[src/rtl/tx_pingpong_if.sv]
// Handshake bundle between the TX ping-pong scheduler (slave) and its writer/reader clients (master).
interface tx_pingpong_if #(
    parameter int unsigned ADDR_NBIT = 8
);
    // Writer side
    logic                 wr_req;
    logic                 wr_grant;
    logic                 wr_vd;
    logic                 wr_eop;
    logic                 wr_bank;
    logic [ADDR_NBIT-1:0] wr_addr;
    // Reader side
    logic                 rd_sop;
    logic                 rd_bank;
    logic [ADDR_NBIT:0]   rd_len;
    logic                 rd_done;
    // Status
    logic                 full;
    logic                 empty;
    logic                 ovf_err;
    logic                 tmo_err;

    modport master (
        output wr_req, wr_vd, wr_eop, rd_done,
        input  wr_grant, wr_bank, wr_addr, rd_sop, rd_bank, rd_len,
        input  full, empty, ovf_err, tmo_err
    );

    modport slave (
        input  wr_req, wr_vd, wr_eop, rd_done,
        output wr_grant, wr_bank, wr_addr, rd_sop, rd_bank, rd_len,
        output full, empty, ovf_err, tmo_err
    );
endinterface

[src/rtl/tx_pingpong_ctrl.sv]
// Two-bank ping-pong scheduler for the TX buffer: grants banks to the writer, hands finished packets
// to the reader in write order. Optional reader watchdog enabled by `define TX_PP_TIMEOUT_EN.
module tx_pingpong_ctrl #(
    parameter int unsigned ADDR_NBIT   = 8,
    parameter int unsigned TIMEOUT_CYC = 65535
) (
    input  logic         clk,
    input  logic         rst,
    tx_pingpong_if.slave bus
);

    typedef enum logic [1:0] {BkFree, BkFilling, BkReady, BkSending} bank_st_e;
    typedef enum logic {WIdle, WFill} wr_st_e;
    typedef enum logic {RIdle, RBusy} rd_st_e;

    localparam logic [ADDR_NBIT-1:0] AddrLast = '1;
    localparam logic [ADDR_NBIT-1:0] AddrOne  = 1;
    localparam logic [ADDR_NBIT:0]   LenOne   = 1;

    bank_st_e             bank_q [2];
    bank_st_e             bank_d [2];
    logic [ADDR_NBIT:0]   len_q  [2];
    logic [ADDR_NBIT:0]   len_d  [2];

    wr_st_e               wr_st_q, wr_st_d;
    logic                 wr_grant_q, wr_grant_d;
    logic                 wr_bank_q, wr_bank_d;
    logic [ADDR_NBIT-1:0] wr_addr_q, wr_addr_d;

    rd_st_e               rd_st_q, rd_st_d;
    logic                 rd_sop_q, rd_sop_d;
    logic                 rd_bank_q, rd_bank_d;
    logic [ADDR_NBIT:0]   rd_len_q, rd_len_d;

    logic                 full_q, full_d;
    logic                 empty_q, empty_d;
    logic                 ovf_err_q, ovf_err_d;

`ifdef TX_PP_TIMEOUT_EN
    localparam logic [15:0] TmoLast = 16'(TIMEOUT_CYC - 1);

    logic [15:0]          tmo_cnt_q, tmo_cnt_d;
    logic                 tmo_err_q, tmo_err_d;
`endif

    // Writer and reader never move the same bank in one cycle: the writer only touches a
    // FREE/FILLING bank, the reader only a READY/SENDING one, so both updates can merge freely.
    always_comb begin
        bank_d     = bank_q;
        len_d      = len_q;
        wr_st_d    = wr_st_q;
        wr_grant_d = wr_grant_q;
        wr_bank_d  = wr_bank_q;
        wr_addr_d  = wr_addr_q;
        ovf_err_d  = ovf_err_q;
        rd_st_d    = rd_st_q;
        rd_sop_d   = 1'b0;
        rd_bank_d  = rd_bank_q;
        rd_len_d   = rd_len_q;
`ifdef TX_PP_TIMEOUT_EN
        tmo_cnt_d  = tmo_cnt_q;
        tmo_err_d  = 1'b0;
`endif

        unique case (wr_st_q)
            WIdle: begin
                if (bus.wr_req && (bank_q[wr_bank_q] == BkFree)) begin
                    wr_st_d           = WFill;
                    wr_grant_d        = 1'b1;
                    wr_addr_d         = '0;
                    bank_d[wr_bank_q] = BkFilling;
                end
            end
            WFill: begin
                if (bus.wr_vd) begin
                    // A beat landing on the last word closes the packet even without eop.
                    if (bus.wr_eop || (wr_addr_q == AddrLast)) begin
                        len_d[wr_bank_q]  = {1'b0, wr_addr_q} + LenOne;
                        bank_d[wr_bank_q] = BkReady;
                        wr_bank_d         = ~wr_bank_q;
                        wr_addr_d         = '0;
                        wr_grant_d        = 1'b0;
                        wr_st_d           = WIdle;
                        if (!bus.wr_eop) begin
                            ovf_err_d = 1'b1;
                        end
                    end else begin
                        wr_addr_d = wr_addr_q + AddrOne;
                    end
                end
            end
        endcase

        unique case (rd_st_q)
            RIdle: begin
                if (bank_q[rd_bank_q] == BkReady) begin
                    rd_sop_d          = 1'b1;
                    rd_len_d          = len_q[rd_bank_q];
                    bank_d[rd_bank_q] = BkSending;
                    rd_st_d           = RBusy;
`ifdef TX_PP_TIMEOUT_EN
                    tmo_cnt_d         = '0;
`endif
                end
            end
            RBusy: begin
                if (bus.rd_done) begin
                    bank_d[rd_bank_q] = BkFree;
                    rd_bank_d         = ~rd_bank_q;
                    rd_st_d           = RIdle;
`ifdef TX_PP_TIMEOUT_EN
                end else if (tmo_cnt_q == TmoLast) begin
                    bank_d[rd_bank_q] = BkFree;
                    rd_bank_d         = ~rd_bank_q;
                    rd_st_d           = RIdle;
                    tmo_err_d         = 1'b1;
                end else begin
                    tmo_cnt_d = tmo_cnt_q + 16'd1;
`endif
                end
            end
        endcase

        full_d  = (bank_d[0] != BkFree) && (bank_d[1] != BkFree);
        empty_d = (bank_d[0] == BkFree) && (bank_d[1] == BkFree);
    end

    always_ff @(posedge clk or posedge rst) begin
        if (rst) begin
            bank_q[0]  <= BkFree;
            bank_q[1]  <= BkFree;
            len_q[0]   <= '0;
            len_q[1]   <= '0;
            wr_st_q    <= WIdle;
            wr_grant_q <= 1'b0;
            wr_bank_q  <= 1'b0;
            wr_addr_q  <= '0;
            ovf_err_q  <= 1'b0;
            rd_st_q    <= RIdle;
            rd_sop_q   <= 1'b0;
            rd_bank_q  <= 1'b0;
            rd_len_q   <= '0;
            full_q     <= 1'b0;
            empty_q    <= 1'b1;
`ifdef TX_PP_TIMEOUT_EN
            tmo_cnt_q  <= '0;
            tmo_err_q  <= 1'b0;
`endif
        end else begin
            bank_q[0]  <= bank_d[0];
            bank_q[1]  <= bank_d[1];
            len_q[0]   <= len_d[0];
            len_q[1]   <= len_d[1];
            wr_st_q    <= wr_st_d;
            wr_grant_q <= wr_grant_d;
            wr_bank_q  <= wr_bank_d;
            wr_addr_q  <= wr_addr_d;
            ovf_err_q  <= ovf_err_d;
            rd_st_q    <= rd_st_d;
            rd_sop_q   <= rd_sop_d;
            rd_bank_q  <= rd_bank_d;
            rd_len_q   <= rd_len_d;
            full_q     <= full_d;
            empty_q    <= empty_d;
`ifdef TX_PP_TIMEOUT_EN
            tmo_cnt_q  <= tmo_cnt_d;
            tmo_err_q  <= tmo_err_d;
`endif
        end
    end

    assign bus.wr_grant = wr_grant_q;
    assign bus.wr_bank  = wr_bank_q;
    assign bus.wr_addr  = wr_addr_q;
    assign bus.rd_sop   = rd_sop_q;
    assign bus.rd_bank  = rd_bank_q;
    assign bus.rd_len   = rd_len_q;
    assign bus.full     = full_q;
    assign bus.empty    = empty_q;
    assign bus.ovf_err  = ovf_err_q;
`ifdef TX_PP_TIMEOUT_EN
    assign bus.tmo_err  = tmo_err_q;
`else
    assign bus.tmo_err  = 1'b0;
`endif

endmodule

[src/flat_wrapper.sv]
// flat-port wrapper written by rule: the top's interface ports become plain ports
module tx_pingpong_ctrl_flat 
#(
    parameter int unsigned ADDR_NBIT   = 8,
    parameter int unsigned TIMEOUT_CYC = 65535
)
  (clk, rst, bus_wr_req, bus_wr_vd, bus_wr_eop, bus_rd_done, bus_wr_grant, bus_wr_bank, bus_wr_addr, bus_rd_sop, bus_rd_bank, bus_rd_len, bus_full, bus_empty, bus_ovf_err, bus_tmo_err);
  tx_pingpong_if #(.ADDR_NBIT(ADDR_NBIT)) bus_i ();
  input  logic clk;
  input  logic rst;
  input wire logic [$bits(bus_i.wr_req)-1:0] bus_wr_req;
  input wire logic [$bits(bus_i.wr_vd)-1:0] bus_wr_vd;
  input wire logic [$bits(bus_i.wr_eop)-1:0] bus_wr_eop;
  input wire logic [$bits(bus_i.rd_done)-1:0] bus_rd_done;
  output wire logic [$bits(bus_i.wr_grant)-1:0] bus_wr_grant;
  output wire logic [$bits(bus_i.wr_bank)-1:0] bus_wr_bank;
  output wire logic [$bits(bus_i.wr_addr)-1:0] bus_wr_addr;
  output wire logic [$bits(bus_i.rd_sop)-1:0] bus_rd_sop;
  output wire logic [$bits(bus_i.rd_bank)-1:0] bus_rd_bank;
  output wire logic [$bits(bus_i.rd_len)-1:0] bus_rd_len;
  output wire logic [$bits(bus_i.full)-1:0] bus_full;
  output wire logic [$bits(bus_i.empty)-1:0] bus_empty;
  output wire logic [$bits(bus_i.ovf_err)-1:0] bus_ovf_err;
  output wire logic [$bits(bus_i.tmo_err)-1:0] bus_tmo_err;
  assign bus_i.wr_req = bus_wr_req;
  assign bus_i.wr_vd = bus_wr_vd;
  assign bus_i.wr_eop = bus_wr_eop;
  assign bus_i.rd_done = bus_rd_done;
  assign bus_wr_grant = bus_i.wr_grant;
  assign bus_wr_bank = bus_i.wr_bank;
  assign bus_wr_addr = bus_i.wr_addr;
  assign bus_rd_sop = bus_i.rd_sop;
  assign bus_rd_bank = bus_i.rd_bank;
  assign bus_rd_len = bus_i.rd_len;
  assign bus_full = bus_i.full;
  assign bus_empty = bus_i.empty;
  assign bus_ovf_err = bus_i.ovf_err;
  assign bus_tmo_err = bus_i.tmo_err;
  tx_pingpong_ctrl #(.ADDR_NBIT(ADDR_NBIT), .TIMEOUT_CYC(TIMEOUT_CYC)) u_core (.clk(clk), .rst(rst), .bus(bus_i));
endmodule
[config.mk]
export PLATFORM = sky130hd
export DESIGN_NAME = tx_pingpong_ctrl_flat
export DESIGN_NICKNAME = d
export VERILOG_FILES = /design/src/rtl/tx_pingpong_if.sv /design/src/rtl/tx_pingpong_ctrl.sv /design/src/flat_wrapper.sv
export SDC_FILE = /design/constraint.sdc
export NUM_CORES = 1
export LEC_CHECK = 0
export CORE_AREA = 2 2 65 67
export CTS_CLUSTER_DIAMETER = 100
export CTS_CLUSTER_SIZE = 25
export DETAILED_ROUTE_END_ITERATION = 16
export DIE_AREA = 0 0 67 69
export GPL_TIMING_DRIVEN = 1
export HOLD_SLACK_MARGIN = 0.15
export PLACE_DENSITY = 0.87
export SLEW_MARGIN = 20
export SYNTH_ARGS = -nofsm -noshare
export SYNTH_HDL_FRONTEND = slang
export SYNTH_SLANG_ARGS = --single-unit
[constraint.sdc]
create_clock -name clk -period 3.5 [get_ports clk]
set_input_delay 0.525 -clock clk [delete_from_list [all_inputs] [get_ports clk]]
set_output_delay 0.525 -clock clk [all_outputs]
set_load 0.1 [all_outputs]
; ---- Word level (Yosys, flattened, before mapping)
; Cells that the tools add are included.
[word_totals]
reg_bits = 48
latch_bits = 0
ram_bits = 0
rom_bits = 0
inputBits = 6
out_inout_bits = 25
word_cells = 98
mem_count = 0
[op_classes]
n_addsub = 2
n_mul = 0
n_div = 0
n_lt_le_gt_ge = 4
eq_ne = 5
shifts = 0
muxes = 39
n_bitwise = 16
reduce_logical = 17
[op_table]
columns = op, count
row1 = $mux W9, 4
row2 = $mux W8, 3
row3 = $mux W4, 5
row4 = $bwmux W18, 1
row5 = $mux W2, 8
row6 = $pmux W4 S2, 2
row7 = $pmux W8 S2, 1
row8 = $add A8 B1 Y9 const B, 1
row9 = $demux W9 S1, 1
row10 = $mux W1, 9
row11 = $add A8 B1 Y8 const B, 1
row12 = $eq A8 B8 Y1 const B, 1
row13 = $logic_not A2 Y1, 3
row14 = $pmux W1 S2, 3
row15 = $reduce_and A2 Y1, 3
row16 = $reduce_and A3 Y1, 2
row17 = $logic_and A1 B1 Y1, 5
row18 = $not A1 Y1, 5
row19 = $and A2 B2 Y2, 2
row20 = $and A4 B4 Y4, 1
row21 = $demux W2 S1, 2
row22 = $ge A2 B2 Y1 const B, 2
row23 = $lt A2 B1 Y1 const B, 2
row24 = $ne A2 B2 Y1 const B, 2
row25 = 10 further kinds, 14

; ---- Longest topological paths before layout
; Gate-level depths: netlist of the first run.
[depth]
depth_word = 15
mapped_depth = 6
mapped_depth_nobuf = 5

; ---- Worst setup path after synthesis of the first run
; OpenSTA, ideal clock, no wires.
[synth_timing]
path_kind = register -> register
from = reg u_core.wr_addr_q[0] (netlist: u_core.bus.wr_addr[0])
to = reg u_core.len_q[10] (netlist bit)
setup_ns = 0.125
arrival_time_ns = 2.399
t_required_ns = 3.375
setup_slack_ns = 0.976
path_stages_with_launch = 6
n_path_buf = 0
synth_period_minus_slack_ns = 2.524
cell_sequence = dfrtp_1 > ha_1 > and3_2 > a31oi_4 > nor3_4 > mux2_2
[synth_via]
elab_chain_cells = 3
word_cells_on_any_way = 5
cone_classes = 1 x add/sub / 1 x eq/ne / 1 x mux / 2 x reduce/logical
[synth_rtl]
columns = element, line
row1 = "start, declared", tx_pingpong_ctrl.sv:28  ; logic [ADDR_NBIT-1:0] wr_addr_q, wr_addr_d;
row2 = "start signal, assigned", tx_pingpong_ctrl.sv:157  ; wr_addr_q <= wr_addr_d;
row3 = "parallel branches: the longest is 3 deep, another holds $add A8 B1 Y9", n/a
row4 = "end, declared", tx_pingpong_ctrl.sv:22  ; logic [ADDR_NBIT:0] len_q [2];
; Several ways; the timed one is not identified.
; A chain may end at the register's enable or synchronous reset.

; ---- Worst setup path after layout of the first run
[layout_timing]
from = reg u_core.wr_addr_q[4] (netlist: u_core.bus.wr_addr[4])
to = out bus_wr_addr[4]
[layout_lines]
columns = element, line
row1 = "end, declared", flat_wrapper.sv:17  ; output wire logic [$bits(bus_i.wr_addr)-1:0] bus_wr_addr;
; No word-level cell between the ends.

==> results of run 1 <==
## state kept, by name, summed over array words and instances (netlist names)
name,flops
u_core.bus.wr_bank,1
u_core.bus.wr_grant,1
u_core.bus.ovf_err,1
u_core.bus.empty,1
u_core.bus.rd_len,9
u_core.bus.full,1
u_core.bank_q,4
u_core.bus.wr_addr,8
u_core.bus.rd_sop,1
u_core.wr_st_q,1
u_core.rd_st_q,1
u_core.len_q,18
u_core.bus.rd_bank,1
## logic make-up (layout without fill, tap and decap cells)
logic type / after synthesis / in the layout / share of synthesized area [%]
xor gates and xnor gates: 7 / 7 / 2.798
AOI/OAI and AO/OA: 38 / 38 / 13.25
adders and majority gates: 1 / 1 / 0.5710
muxes: 28 / 28 / 13.76
and+or+nand+nor: 47 / 47 / 11.99
buffers and inverters: 12 / 43 / 2.569
DFF: 48 / 48 / 54.88
other: 1 / 1 / 0.1712
## worst max path at each step
stage | to | slack [ns] | depth (start not counted)
4_1_cts | bus_wr_addr[4] | 0.96 | 1
3_5_place_dp | u_core.len_q[15] | 1.22 | 4
3_3_place_gp | u_core.len_q[17] | 1.30 | 4
6_report | bus_wr_addr[4] | 0.97 | 1
2_1_floorplan | u_core.len_q[10] | 0.98 | 5
5_1_grt | bus_wr_addr[4] | 0.90 | 1
## stage by stage
step	std cells	hold WS, ns	instance area (um^2)
2_1_floorplan	182	0.4792	2191
3_3_place_gp	255	0.4595	2509
3_5_place_dp	255	0.4697	2509
4_1_cts	263	0.4890	2606
5_1_grt	263	0.5066	2606
6_report	263	0.4828	2606
## cell type report
type,count,area (um^2),share of cell area (%)
Sequential cell,48,1202,46.14
Multi-Input combinational cell,122,932.1,35.77
Timing Repair Buffer,30,292.8,11.23
Clock buffer,6,82.58,3.169
Tap cell,50,62.56,2.400
Inverter,5,18.77,0.7201
Clock inverter,2,15.01,0.5761
## per-layer routing
layer / vias to the layer above / routed length [um] / global-route usage, %
met2: 40 / 2067 / 31.24
met3: 7 / 196 / 5.710
met1: 767 / 1806 / 26.34
met5: - / 0 / 0
met4: 0 / 61 / 6.349
li1: 720 / - / -
## synth_stat cells, types with 2 or more instances
master / number
a21oi_1: 11
a221o_1: 2
a22o_1: 6
a31oi_1: 2
and2_1: 3
and3_1: 4
buf_2: 3
buf_4: 2
dfrtp_1: 47
inv_1: 5
mux2_2: 17
mux2i_1: 11
nand2_1: 5
nand3_1: 3
nor2_1: 16
nor2b_1: 2
nor3_1: 2
nor3b_1: 2
o21a_1: 3
o21ai_0: 4
xnor2_1: 3
xor2_1: 4
## layout by cell type, fill, tap and decap left out, types with 2 or more instances in the layout
cell / netlist / layout
a21oi_1: 11 / 11
a221o_1: 2 / 2
a22o_1: 6 / 6
a31oi_1: 2 / 2
and2_1: 3 / 3
and3_1: 4 / 4
buf_4: 2 / 3
clkbuf_8: 0 / 6
clkdlybuf4s50_1: 0 / 27
clkinvlp_4: 0 / 2
dfrtp_1: 47 / 47
inv_1: 5 / 4
mux2_2: 17 / 17
mux2i_1: 11 / 11
nand2_1: 5 / 5
nand3_1: 3 / 3
nor2_1: 16 / 16
nor2b_1: 2 / 2
nor3_1: 2 / 2
nor3b_1: 2 / 2
o21a_1: 3 / 3
o21ai_0: 4 / 4
xnor2_1: 3 / 3
xor2_1: 4 / 4
## worst min-delay path, delay by kind of cell, from the launching register on
| kind | cells | cell delay [ns] |
|---|---|---|
| buffers and inverters | 1 | 0.04 |
| flip-flops | 1 | 0.35 |
| AO/OA/AOI/OAI | 1 | 0.05 |
==> run summary, run 1 <==
DIE AREA = 4623 um^2
Pin count of the biggest net entering global routing = 49
Filler cells = 321
Number of global-route vias before repair = 1420
PortBufs = 29
Syn Nets = 189
GRT Overall Usage = 19.88%
CTS H-Tree Depth = 2
CTS Buf Count = 5
Syn. warnings = 0
Setup WS pre-CTS = 1.221 ns
Synth cell types = 47
Area leader, netlist = dfrtp_1
Core area = 3914 um^2
Crit-path cells = clkdlybuf4s50_1
# rows = 23
Final setup TNS = 0 ns
Max_slew headroom = 34.23%
Ratio of final minimum period to clock period = 72.29%
CP startpoint = u_core.bus.wr_addr[4]
Worst EP required = 2.97 ns
Vias = 1534
CP Capture Type = output pin
RePlAce Congestion = 0.7762
Worst Path Buf+Inv = 1
Die height = 69 um
Post-cts sizing count = 0
CP peak stage delay = 1.19 ns
Clock latency on the worst-skew pair = 0.30 ns
Max Fclk = 395.2 MHz
Skew final = 0.007382 ns
Crit-path max FO = 9
Starting DRT DRC Count = 90
Share of layout cells above drive strength 1 = 17.37%
Worst-case reg-to-reg path depth = 5
Maxcap violations = 0
Yosys top cell area share = 53.68%
Crit Reg-Reg Endpoint = u_core.len_q[15]
CTS tree = built
Worst flop-to-flop path startpoint = u_core.bus.wr_addr[0]
CTS Hold Bufs = 0
Sequential area share after synthesis = 54.88%
Cell count after synthesis = 182
Max Root-Sink Buffers = 2
Hold_sp = u_core.bus.ovf_err
Initial antenna violation count = 0
Post-layout net count = 219
# DRC = 0
Synth async-reset ratio = 100.0%
Register clock-pin slew on the reported worst setup and hold paths = 0.08 ns
Worst path slowest cell = clkdlybuf4s50_1
Flops & latches, synth = 48
RSZ-0062 raised after global routing = false
Final min period = 2.530 ns
R2R setup slack = 1.41 ns
Antenna cells = 0
Top_reg_cell synth = dfrtp_1
Hold Fails Final Rpt = 0
Final setup viols = 0
First-pass GRT wire length = 6920 um
Worst slew pin tran = 0.9835 ns
WHS Endpoint = u_core.bus.ovf_err
Status = finished clean
CP arrival = 2.01 ns
Clock root buffer = clkbuf_8
Min-Delay Path Class = reg -> reg
WS Path Type = reg -> out
Area grow syn2layout = 18.96%
Post-CTS setup buffers = 0
I/O pins = 31
Detailed Routing Iterations Pass 1 = 4
Die width = 67 um
Clk sinks = 48
Final WS setup = 0.9698 ns
Post-DP HPWL = 2837 um
Routed WL = 4131 um
Startpoint types = flip-flop
Syn Area/Cell = 12.04 um^2
Max Slew Vio Count = 0
Cells taking the most area after synthesis = dfrtp_1 54%, mux2_2 8.7%, mux2i_1 5.0%
Finished Core Util = 66.59%
Avg WL per Cell = 15.71 um
Remaining Overflow, GRT = 0
ANT nets after route = 0
Hold Path Cell Cnt = 2
Crit path max-delay family = buffers and inverters
Post-synth EDFFs = 0
Starting Density = 55.98%
Via density = 5.833
Synthesized cell area = 2191 um^2
Power of run 1 is not shown: default switching activity piles up to over one toggle a cycle in this logic, so the estimate is an artifact.
==> inputs of run 2 (changes only) <==
--- a/config.mk
+++ b/config.mk
@@ -5,14 +5,14 @@
 export SDC_FILE = /design/constraint.sdc
 export NUM_CORES = 1
 export LEC_CHECK = 0
-export CORE_AREA = 2 2 65 67
+export CORE_AREA = 2 2 71 73
 export CTS_CLUSTER_DIAMETER = 100
 export CTS_CLUSTER_SIZE = 25
 export DETAILED_ROUTE_END_ITERATION = 16
-export DIE_AREA = 0 0 67 69
+export DIE_AREA = 0 0 73 75
 export GPL_TIMING_DRIVEN = 1
 export HOLD_SLACK_MARGIN = 0.15
-export PLACE_DENSITY = 0.87
+export PLACE_DENSITY = 0.78
 export SLEW_MARGIN = 20
 export SYNTH_ARGS = -nofsm -noshare
 export SYNTH_HDL_FRONTEND = slang
==> constraint.sdc (replaced) <==
create_clock -name clk -period 2 [get_ports clk]
set_input_delay 0.3 -clock clk [delete_from_list [all_inputs] [get_ports clk]]
set_output_delay 0.3 -clock clk [all_outputs]
set_load 0.1 [all_outputs]
==> run 2 against run 1 <==
Register-to-register slack worse by 1.3 ns. Global-route usage down 2.1 points. First-iteration DRC count rose by 8.9%. Cell count increased by 4.6%. Wire length increased by 5.9%. Non-clock buffer count increased by 8. Die area grew 18%. Design area up 3.9%. Clock-buffer cell count is 1 lower. Setup slack lost 0.87 ns. Core utilization decreased by 8.5 points. Sequential share of layout area shrank 0.99 points.
==> run summary, run 2 (same netlist as run 1, synthesis figures left out) <==
Avg WL per Cell = 15.90 um (+1.2%)
Ratio of final minimum period to clock period = 95.15%
CTS tree = built
Skew final = 0.006569 ns (-0.0008133 ns)
Pin count of the biggest net entering global routing = 32 (-35%)
# DRC = 0 (unchanged)
Status = finished clean
CTS Hold Bufs = 0 (unchanged)
Final min period = 1.903 ns
Worst EP required = 2.20 ns (-0.77 ns)
Initial antenna violation count = 0 (unchanged)
Final setup viols = 0 (unchanged)
Commonest non-fill, non-tap cell in the layout = dfrtp_1
Starting DRT DRC Count = 98 (+8.9%)
Maxcap violations = 0 (unchanged)
PortBufs = 29 (unchanged)
Via density = 5.622 (-3.6%)
DIE AREA = 5475 um^2 (+18%)
RSZ-0062 raised after global routing = false
GRT Overall Usage = 17.77% (-2.1 points)
Area grow syn2layout = 23.59%
Detailed Routing Iterations Pass 1 = 4 (unchanged)
ANT nets after route = 0 (unchanged)
Share of layout cells above drive strength 1 = 35.29% (+18 points)
Non-filler cells, final = 275 (+4.6%)
RePlAce Congestion = 0.8078 (+4.1%)
Register clock-pin slew on the reported worst setup and hold paths = 0.09 ns (about the same)
Startpoint types = flip-flop
Post-cts sizing count = 0 (unchanged)
WS Path Type = reg -> reg
# rows = 25 (+8.7%)
Register area = 1222 um^2 (+1.7%)
Min-Delay Path Class = in -> async
Clock latency on the worst-skew pair = 0.31 ns (about the same)
First-pass GRT wire length = 7403 um (+7.0%)
I/O pins = 31 (unchanged)
Post-CTS setup buffers = 0 (unchanged)
Top reg by flops = u_core.len_q
Post-DP HPWL = 3034 um (+6.9%)
CTS H-Tree Depth = 2 (unchanged)
Remaining Overflow, GRT = 0 (unchanged)
Max reg flops = 18 (unchanged)
Clk sinks = 48 (unchanged)
Max Fclk = 525.5 MHz
Hold Fails Final Rpt = 0 (unchanged)
Clock root buffer = clkbuf_8
Die height = 75 um (+8.7%)
Die width = 73 um (+9.0%)
Vias = 1546 (+0.78%)
Fin Hold WS = 0.2972 ns (-0.1856 ns)
Antenna cells = 0 (unchanged)
CTS Buf Count = 5 (unchanged)
Max Root-Sink Buffers = 2 (unchanged)
Most frequent cells in the layout = 37 x dfrtp_1, 30 x buf_4, 16 x nor2_1, 16 x mux2_2
Finished Core Util = 58.09% (-8.5 points)
Core area = 4661 um^2 (+19%)
Filler cells = 394 (+23%)
Crit-path max FO = 10 (+1)
Starting Density = 47.01% (-9.0 points)
Multi-input logic area = 948.4 um^2 (+1.7%)
DP Cell Count = 267 (+4.7%)
Routed WL = 4373 um (+5.9%)
CP Capture Type = flip-flop
CP arrival = 2.10 ns (+0.09 ns)
Post-layout net count = 227 (+3.7%)
Max Slew Vio Count = 0 (unchanged)
Number of global-route vias before repair = 1576 (+11%)
-- run 2: changes by cell type in the layout (fill, tap and decap cells not counted) --
cell / change
inv_6: +1
ha_4: +1
dfrtp_1: -10
buf_12: +3
ha_1: -1
clkinvlp_4: -1
bufinv_16: +1
dfrtp_4: +3
clkdlybuf4s50_1: -22
dfrtp_2: +7
mux2_4: +1
clkbuf_8: -1
mux2_2: -1
buf_4: +27
-- run 2: final cells by class --
type | count | area share (%)
clock buffer | 5 | 2.542
tap | 54 | 2.495
sequential | 48 | 45.15
clock inverter | 3 | 1.710
inverter | 5 | 0.6932
multi-input combinational | 122 | 35.03
timing repair buffer | 38 | 12.38
-- run 2: routing by layer --
layer	wire [um]	global-route usage (%)	vias to the layer above
met5	0	0	-
met4	86	9.259	0
met3	191	4.284	9
met2	2133	27.73	33
met1	1962	23.13	763
li1	-	-	741
-- run 2: per-stage QoR --
step / setup slack [ns] / area, um^2 / TNS (ns)
after floorplan: -0.07161 / 2227 / -0.5282
final: 0.09708 / 2708 / 0
after detailed placement: 0.1083 / 2592 / 0
after global routing: 0.05869 / 2708 / 0
after global placement: 0.1347 / 2592 / 0
after CTS: 0.1016 / 2708 / 0
-- run 2: path summary, 6_finish.rpt --
path / start / end / slack, ns / cells past startpoint
worst max-delay path: u_core.bus.wr_addr[0] / u_core.len_q[11] / 0.1 / 6
worst min-delay path: rst / u_core.bank_q[2] / 0.30 / 2
worst max register to register: u_core.bus.wr_addr[0] / u_core.len_q[11] / 0.1 / 6
worst min register to register: u_core.bus.ovf_err / u_core.bus.ovf_err / 0.48 / 2
max in group asynchronous: rst / u_core.bus.wr_addr[1] / 1.19 / 3
min in group clk: u_core.bus.ovf_err / u_core.bus.ovf_err / 0.48 / 2
-- run 2: worst max-delay path, cell delays in order (launching register included) --
cell and delay (ns):
dfrtp_4 0.53, ha_4 0.19, and3_2 0.23, a31oi_4 0.27, nor3_4 0.07, buf_4 0.19
mux2_4 0.30
Power of run 2 is left out for the same reason.
==> inputs of run 3 (changes only) <==
--- a/config.mk
+++ b/config.mk
@@ -5,11 +5,11 @@
 export SDC_FILE = /design/constraint.sdc
 export NUM_CORES = 1
 export LEC_CHECK = 0
-export CORE_AREA = 2 2 71 73
+export CORE_AREA = 4 4 73 75
 export CTS_CLUSTER_DIAMETER = 100
 export CTS_CLUSTER_SIZE = 25
 export DETAILED_ROUTE_END_ITERATION = 16
-export DIE_AREA = 0 0 73 75
+export DIE_AREA = 0 0 77 79
 export GPL_TIMING_DRIVEN = 1
 export HOLD_SLACK_MARGIN = 0.15
 export PLACE_DENSITY = 0.78
==> run 3 against run 2 <==
Setup slack gained 0.020 ns. First-iteration DRC count is 42% lower. Critical path depth is the same. Sequential share of layout area increased by 0.29 points. Clock-buffer cell count is 1 higher. Via count shrank 0.97%. Cell count stayed put. Non-clock buffer count unchanged. Flip-flop and latch count unchanged. Design area down 0.65%. Global-route usage is 2.1 points lower. Largest cell class unchanged.
==> run summary, run 3 (same netlist as run 1, synthesis figures left out) <==
Die height = 79 um (+5.3%)
Final WS setup = 0.1174 ns (+0.02028 ns)
Crit-path cells = ha_4, and3_2, a31oi_4, nor3_4, buf_4, mux2_4
Clock latency on the worst-skew pair = 0.30 ns (about the same)
Final min period = 1.883 ns (-0.02028 ns)
WS Path Type = reg -> reg
Max reg flops = 18 (unchanged)
CTS tree = built
Die width = 77 um (+5.5%)
Most frequent cells in the layout = 37 x dfrtp_1, 30 x buf_4, 16 x nor2_1, 16 x mux2_2
ANT nets after route = 0 (unchanged)
Worst path slowest cell = dfrtp_4
CTS Hold Bufs = 0 (unchanged)
CP peak stage delay = 0.53 ns (about the same)
RePlAce Congestion = 0.8085 (about the same)
CTS Buf Count = 5 (unchanged)
Setup WS pre-CTS = 0.1223 ns (+0.01403 ns)
CTS H-Tree Depth = 2 (unchanged)
Pin count of the biggest net entering global routing = 34 (+6.3%)
RSZ-0062 raised after global routing = false
Core area = 4661 um^2 (unchanged)
CP arrival = 2.08 ns (-0.02 ns)
Fin Hold WS = 0.2789 ns (-0.01826 ns)
CP Capture Type = flip-flop
Starting DRT DRC Count = 57 (-42%)
Max Fclk = 531.2 MHz (+1.1%)
DIE AREA = 6083 um^2 (+11%)
Commonest non-fill, non-tap cell in the layout = dfrtp_1
Ratio of final minimum period to clock period = 94.13% (-1.0 points)
PortBufs = 29 (unchanged)
Remaining Overflow, GRT = 0 (unchanged)
I/O pins = 31 (unchanged)
Area grow syn2layout = 22.79%
Final setup viols = 0 (unchanged)
Max Root-Sink Buffers = 2 (unchanged)
Post-CTS setup buffers = 0 (unchanged)
GRT Overall Usage = 15.63% (-2.1 points)
Routed WL = 4277 um (-2.2%)
Number of global-route vias before repair = 1567 (-0.57%)
Register clock-pin slew on the reported worst setup and hold paths = 0.09 ns (about the same)
Worst Path Buf+Inv = 1 (unchanged)
Share of layout cells above drive strength 1 = 35.29% (unchanged)
Avg WL per Cell = 15.55 um (-2.2%)
First-pass GRT wire length = 7479 um (+1.0%)
Top reg by flops = u_core.len_q
Skew final = 0.006372 ns (-0.0001971 ns)
Hold Fails Final Rpt = 0 (unchanged)
Starting Density = 47.01% (unchanged)
Post-cts sizing count = 0 (unchanged)
Worst EP required = 2.19 ns (about the same)
Via density = 5.567 (-0.97%)
# DRC = 0 (unchanged)
# rows = 25 (unchanged)
Clk sinks = 48 (unchanged)
Crit-path max FO = 10 (unchanged)
Startpoint types = flip-flop
Status = finished clean
Maxcap violations = 0 (unchanged)
Max Slew Vio Count = 0 (unchanged)
Clock root buffer = clkbuf_8
Finished Core Util = 57.72% (-0.38 points)
Min-Delay Path Class = in -> async
Crit path max-delay family = flip-flops
Initial antenna violation count = 0 (unchanged)
Detailed Routing Iterations Pass 1 = 4 (unchanged)
Vias = 1531 (-0.97%)
Post-DP HPWL = 3134 um (+3.3%)
Post-layout net count = 227 (unchanged)
Antenna cells = 0 (unchanged)
## run 3: cell count changes in the layout (fill, tap and decap cells not counted), sizes merged
cell and change:
clkinvlp +1, inv -1, clkbuf +1, bufinv -1
## run 3: final cells by class
| type | count | area, um^2 |
|---|---|---|
| flip-flops and latches | 48 | 1222 |
| clock inverters | 2 | 15.01 |
| inverters | 5 | 18.77 |
| fillers | 391 | 1971 |
| repair buffers | 38 | 335.3 |
| multi-input cells | 122 | 948.4 |
| well taps | 54 | 67.56 |
| clock buffers | 6 | 82.58 |
## run 3: final timing paths
check	start	endpoint	slack, ns	cells after the start
max	u_core.bus.wr_addr[0]	u_core.len_q[11]	0.12	6
min	rst	u_core.bus.rd_sop	0.28	2
max reg2reg	u_core.bus.wr_addr[0]	u_core.len_q[11]	0.12	6
min reg2reg	u_core.bus.ovf_err	u_core.bus.ovf_err	0.49	2
max in group asynchronous	rst	u_core.bus.wr_addr[0]	1.21	3
min in group clk	u_core.bus.ovf_err	u_core.bus.ovf_err	0.49	2
## run 3: layer usage
metal	wire length (um)	GRT usage (%)	up-vias	part of all wire (%)
met4	85	6.228	0	2.0
met2	2132	25.26	40	50
met5	0	0	-	0
met3	216	4.422	8	5.1
met1	1843	19.97	746	43
li1	-	-	737	-
## run 3: through the flow
step | instance area, um^2 | cells | setup TNS, ns
finish | 2690 | 275 | 0
global route | 2690 | 275 | 0
CTS | 2690 | 275 | 0
detailed placement | 2592 | 267 | 0
global placement | 2592 | 267 | 0
floorplan | 2227 | 182 | -0.5282
Power of run 3 is left out for the same reason.
